## config.mk

```make
export PLATFORM = sky130hd
export DESIGN_NAME = rc_vc_unit
export DESIGN_NICKNAME = d
export VERILOG_FILES = /design/src/rtl/noc_params.sv /design/src/rtl/rc_vc_unit.sv
export SDC_FILE = /design/constraint.sdc
export NUM_CORES = 1
export LEC_CHECK = 0
export CORE_AREA = 2 2 39 41
export DETAILED_ROUTE_END_ITERATION = 8
export DIE_AREA = 0 0 41 43
export SYNTH_ARGS = -nofsm -noshare
export SYNTH_HDL_FRONTEND = slang
export SYNTH_SLANG_ARGS = --single-unit
```

## constraint.sdc

```tcl
create_clock -name clk -period 1.8 [get_ports clk]
set_clock_uncertainty 0.15 [all_clocks]
set_input_delay 0.36 -clock clk [delete_from_list [all_inputs] [get_ports clk]]
set_output_delay 0.36 -clock clk [all_outputs]
set_load 0.02 [all_outputs]
```

## src/rtl/noc_params.sv

```systemverilog
// noc_params: shared router port encoding
package noc_params;
    typedef enum logic [2:0] {CENTER, LEFT, RIGHT, UP, DOWN} port_t;
endpackage

```

## src/rtl/rc_vc_unit.sv

```systemverilog
// rc_vc_unit: per-VC route computation, held registered from head capture until release
module rc_vc_unit
    import noc_params::*;
#(
    parameter int MESH_SIZE_X = 4,
    parameter int MESH_SIZE_Y = 4,
    parameter int X_CURRENT = 0,
    parameter int Y_CURRENT = 0,
    parameter int VC_NUM = 2,
    parameter int ROUTING_MODE = 0,
    parameter int DEST_X_SIZE = $clog2(MESH_SIZE_X),
    parameter int DEST_Y_SIZE = $clog2(MESH_SIZE_Y),
    localparam int VC_W = (VC_NUM > 1) ? $clog2(VC_NUM) : 1
) (
    input  logic                   clk,
    input  logic                   rst,
    input  logic                   flit_valid,
    input  logic [VC_W-1:0]        flit_vc,
    input  logic                   flit_is_head,
    input  logic [DEST_X_SIZE-1:0] x_dest,
    input  logic [DEST_Y_SIZE-1:0] y_dest,
    input  logic [VC_NUM-1:0]      vc_release,
    output logic [VC_NUM-1:0]      route_valid,
    output port_t                  out_port [VC_NUM-1:0],
    output logic [VC_NUM-1:0]      dest_err,
    output logic                   proto_err
);
    typedef enum logic {IDLE, ROUTED} state_t;

    localparam logic signed [DEST_X_SIZE:0] XC = (DEST_X_SIZE+1)'(X_CURRENT);
    localparam logic signed [DEST_Y_SIZE:0] YC = (DEST_Y_SIZE+1)'(Y_CURRENT);

    state_t state [VC_NUM-1:0];
    logic [VC_NUM-1:0] head_hit, routed;
    logic signed [DEST_X_SIZE:0] dx;
    logic signed [DEST_Y_SIZE:0] dy;
    logic oom;
    port_t xp, yp, route;

    assign dx = $signed({1'b0, x_dest}) - XC;
    assign dy = $signed({1'b0, y_dest}) - YC;
    assign oom = ({1'b0, x_dest} >= (DEST_X_SIZE+1)'(MESH_SIZE_X)) |
                 ({1'b0, y_dest} >= (DEST_Y_SIZE+1)'(MESH_SIZE_Y));
    assign xp = dx[DEST_X_SIZE] ? LEFT : RIGHT;
    assign yp = dy[DEST_Y_SIZE] ? UP : DOWN;
    assign route = oom ? CENTER :
                   (ROUTING_MODE == 0) ? ((|dx) ? xp : (|dy) ? yp : CENTER)
                                       : ((|dy) ? yp : (|dx) ? xp : CENTER);
    assign route_valid = routed;

    always_comb begin
        head_hit = '0;
        routed = '0;
        for (int v = 0; v < VC_NUM; v++) begin
            head_hit[v] = flit_valid & flit_is_head & (flit_vc == VC_W'(v));
            routed[v] = state[v] == ROUTED;
        end
    end

    // a same-cycle release frees the VC for the incoming head
    always_ff @(posedge clk or posedge rst) begin
        if (rst) begin
            for (int v = 0; v < VC_NUM; v++) begin
                state[v] <= IDLE;
                out_port[v] <= CENTER;
            end
            dest_err <= '0;
            proto_err <= 1'b0;
        end else begin
            for (int v = 0; v < VC_NUM; v++) begin
                if (head_hit[v] && (!routed[v] || vc_release[v])) begin
                    state[v] <= ROUTED;
                    out_port[v] <= route;
                    dest_err[v] <= oom;
                end else if (vc_release[v]) begin
                    state[v] <= IDLE;
                    out_port[v] <= CENTER;
                    dest_err[v] <= 1'b0;
                end
            end
            if (|(head_hit & routed & ~vc_release))
                proto_err <= 1'b1;
        end
    end
endmodule

```

### After elaboration in Yosys (flattened, before gate mapping)

Cells that the tools add are included.

* multiplexer cells: 12
* bitwise operators: 7
* reduce and logical (&&, ||, !) cells: 11

Operators by type and width (count)
* $mux W3: 6
* $mux W1: 6
* $reduce_or A2 Y1: 3
* $and A2 B2 Y2: 2
* $reduce_bool A2 Y1: 2
* $and A1 B1 Y1: 3
* $logic_and A1 B1 Y1: 2
* $logic_not A1 Y1: 2
* $logic_or A1 B1 Y1: 2
* $not A2 Y2: 1
* $not A1 Y1: 1

* register bits: 11
* input port bits: 11
* output and inout port bits: 11
* word-level logic and storage cells: 37

### Logic depth before layout (Yosys ltp)

* word-level depth: 5
* gate-level depth with buffers: 3
* gate-level depth less buffers: 3

### Worst setup path after synthesis

Ideal clock, no wire load.

* kind: input-to-reg
* start point: input flit_vc
* end point: register out_port[2] (netlist bit)
* setup time: 0.121 ns
* arrival time: 0.859 ns
* path slack: 0.670 ns
* stages on the path: 3
* cells stage by stage: and3b_2 > a21oi_2 > a32o_2

* longest elaborated chain between the ends: 4
* elaborated cells between the ends (all ways): 5
* those cells by class: 1 x mux; 2 x bitwise; 2 x reduce/logical

Ends and longest elaborated chain
* start: declaration: line rc_vc_unit.sv:18 `input logic [VC_W-1:0] flit_vc,`
* $not A1 Y1 *: line rc_vc_unit.sv:55 `head_hit[v] = flit_valid & flit_is_head & (flit_vc == VC_W'(v));`
* $and A1 B1 Y1 *: line rc_vc_unit.sv:55
* $logic_and A1 B1 Y1 *: line rc_vc_unit.sv:71 `if (head_hit[v] && (!routed[v] || vc_release[v])) begin`
* $mux W3 / $reduce_bool A2 Y1 (equally long branches)
* end signal: indexed assignment: line rc_vc_unit.sv:73 `out_port[v] <= route;`
* end: declaration: line rc_vc_unit.sv:24 `output port_t out_port [VC_NUM-1:0],`

Every way passes the cells marked *; elsewhere a longest branch is shown, timed or not.
A chain may end at the register's enable or synchronous reset.

### Worst setup path in the final report

* start point: register state, in the netlist route_valid[0]
* end point: output route_valid[0]

RTL lines
* start: declaration: line rc_vc_unit.sv:33 `state_t state [VC_NUM-1:0];`
* start signal: indexed assignment: line rc_vc_unit.sv:64 `state[v] <= IDLE;`
* start signal: indexed assignment: line rc_vc_unit.sv:72 `state[v] <= ROUTED;`
* start signal: indexed assignment: line rc_vc_unit.sv:76 `state[v] <= IDLE;`
* end: declaration: line rc_vc_unit.sv:23 `output logic [VC_NUM-1:0] route_valid,`

No word-level cell between the ends.

==> impl_metrics.ini <==
[final_layout]
layout_commonest_cell = clkdlybuf4s50_1
final_cell_mix = 17 x clkdlybuf4s50_1, 7 x dfrtp_1, 4 x nand2_1, 4 x inv_1, 4 x conb_1
layout.cells.non_filler = 71
layout.nets = 67
antenna_cells = 0
area_delta_synth_final_pct = 55.2
drive_gt1_share_pct = 14.5
fin_area_um2 = 556

[clock_tree]
postCtsSetupRepairBufs = 0
cts_resized = 0
clkTransAtPathRegs_ps = 50
cts_htree_levels = 1
cts_tree = yes
hold_buffers = 0
cts-root-buf = clkbuf_4
clk_latency_ps = 250
cts_buffer_depth = 2
cts.sinks = 7
cts_buffers = 3

[yosys]
synth_area_leaders = dfrtp_1 49%, buf_4 8.4%, a21oi_2 4.9%, o2bb2ai_1 4.9%, inv_1 4.2%
yosysSeqAreaShare_pct = 49.0
ys_seq_elements = 7
post_synth_num_cell_types = 17
yosys_warnings = 0
synth_top_cell_area_share_pct = 49.0
avgSynthCellArea_um2 = 10.2
netlist_instances = 35
synth_area_um2 = 358
synth_area_leader_cell = dfrtp_1

[worst_setup_path]
critPathCaptureType = primary output
path_delay_family = buffers and inverters
r2r_slack_ps = 790
start_kind = flip-flop
crit_type = flip-flop to primary output
cp_num_buf_inv = 1
crit_slowest_cell = clkdlybuf4s50_1
worstRegToRegCells = 2
crit_chain = clkdlybuf4s50_1
timing.rr.end = out_port[2]$_DFFE_PP0P_
cp_max_fo = 3
cp.required_ps = 1290
timing.rr.start = route_valid[0]$_DFFE_PP0P_
cpPeakStageDelay_ps = 610
arrival_ps = 1220

[grt]
grt_max_degree = 8
grt_antenna_before_repair = 0
first_global_vias = 274
grt_pass1_wl_um = 1120
grt_usage_pct = 9.92
grt_overflow = 0

[placed_design]
place.gp.congestion = 0.670
io_buffer_count = 17
post_dp_cell_area_um2 = 529
place_hpwl_um = 576
placed_cells = 67

[sta]
finalSetupViolCount = 0
period_share_pct = 95.9
finalMaxSlewViolations = 0
finalSetupTns_ps = 0
final-hold-violation-count = 0
post-route-min-period_ps = 1730
max_freq_ghz = 0.579
rsz0062_at_grt = false

[floorplanning]
dieArea_um2 = 1760
rows = 14
initial_core_util_pct = 25.9
die_y_um = 43
ios = 22
design.core.area_um2 = 1380
die_w_um = 41

[pwr]
vdd_ir_drop_max_mv = 0.350
power_density_nw_per_um2 = 713
p_leak_uw = 0.000256

[drt]
drcViolationCount = 0
avgViaCountPerCell = 4.46
antenna_left = 0
drtIter0Drc = 2
wl_per_cell_um = 10.2
drt_first_pass_iters = 2
vias = 317
routed_wl_um = 721

[run]
drv_cap = 0

[status]
status = finished, final reports clean

[min_path]
hp-class = input port to asynchronous set/reset pin
-- stage by stage --
step	setup WS, ps	utilization [%]	hold WS [ps]	total power [uW]
6_report	73.5	40.1	190	396
5_1_grt	29.5	40.1	220	417
4_1_cts	62.6	40.1	199	402
3_5_place_dp	150	38.2	323	256
3_3_place_gp	170	38.2	326	256
2_1_floorplan	670	-	13.4	218
-- where the power goes --
group,internal (uW),switching [uW]
Combinational,42.3,40.5
Clock,84.6,58.3
Sequential,165,4.70
-- per-layer routing --
| layer | GRT usage (%) | wire length [um] | share of wire, % | up-vias |
|---|---|---|---|---|
| met1 | 11.2 | 325 | 45 | 146 |
| met3 | 3.66 | 55 | 7.6 | 4 |
| met4 | 8.00 | 21 | 2.9 | 0 |
| met5 | 0 | 0 | 0 | - |
| met2 | 14.1 | 319 | 44 | 14 |
| li1 | - | - | - | 153 |
-- Yosys cell counts, drive strengths merged --
cell	instances
o21a	1
and3	1
nand3b	1
nand2	4
nor2	1
nand2b	2
inv	4
conb	1
a21oi	2
o221ai	1
a32o	2
and3b	1
dfrtp	7
buf	4
o2bb2ai	2
nand3	1
-- sequential cells by signal, summed over array words and instances (netlist names) --
register and cells:
out_port 4, proto_err 1, route_valid 2
-- worst max-delay path by stage --
stage / from / endpoint / slack, ps / cells past startpoint
2_1_floorplan: flit_vc / out_port[2]$_DFFE_PP0P_ / 670 / 3
3_3_place_gp: flit_is_head / out_port[2]$_DFFE_PP0P_ / 170 / 4
3_5_place_dp: flit_valid / out_port[2]$_DFFE_PP0P_ / 150 / 4
4_1_cts: route_valid[0]$_DFFE_PP0P_ / route_valid[0] / 60 / 1
5_1_grt: route_valid[0]$_DFFE_PP0P_ / route_valid[0] / 30 / 1
6_report: route_valid[0]$_DFFE_PP0P_ / route_valid[0] / 70 / 1
-- cells by family (layout without fill, tap and decap cells) --
group                  Yosys count  count (layout)  synth area share (%)
and+or+nand+nor                 11              11                  17.1
AOI/OAI and AO/OA                8               8                  20.3
buffers and inverters            8              25                  12.6
DFF                              7               7                  49.0
other                            1               4                  1.05
-- layout make-up --
| cell class | count | area (um^2) |
|---|---|---|
| Inverter | 4 | 15.0 |
| Tap cell | 16 | 20.0 |
| Clock buffer | 4 | 26.3 |
| Sequential cell | 7 | 175 |
| Multi-Input combinational cell | 23 | 149 |
| Timing Repair Buffer | 17 | 170 |
| Fill cell | 149 | 828 |
No activity file was read; power rests on OpenSTA's default activity.
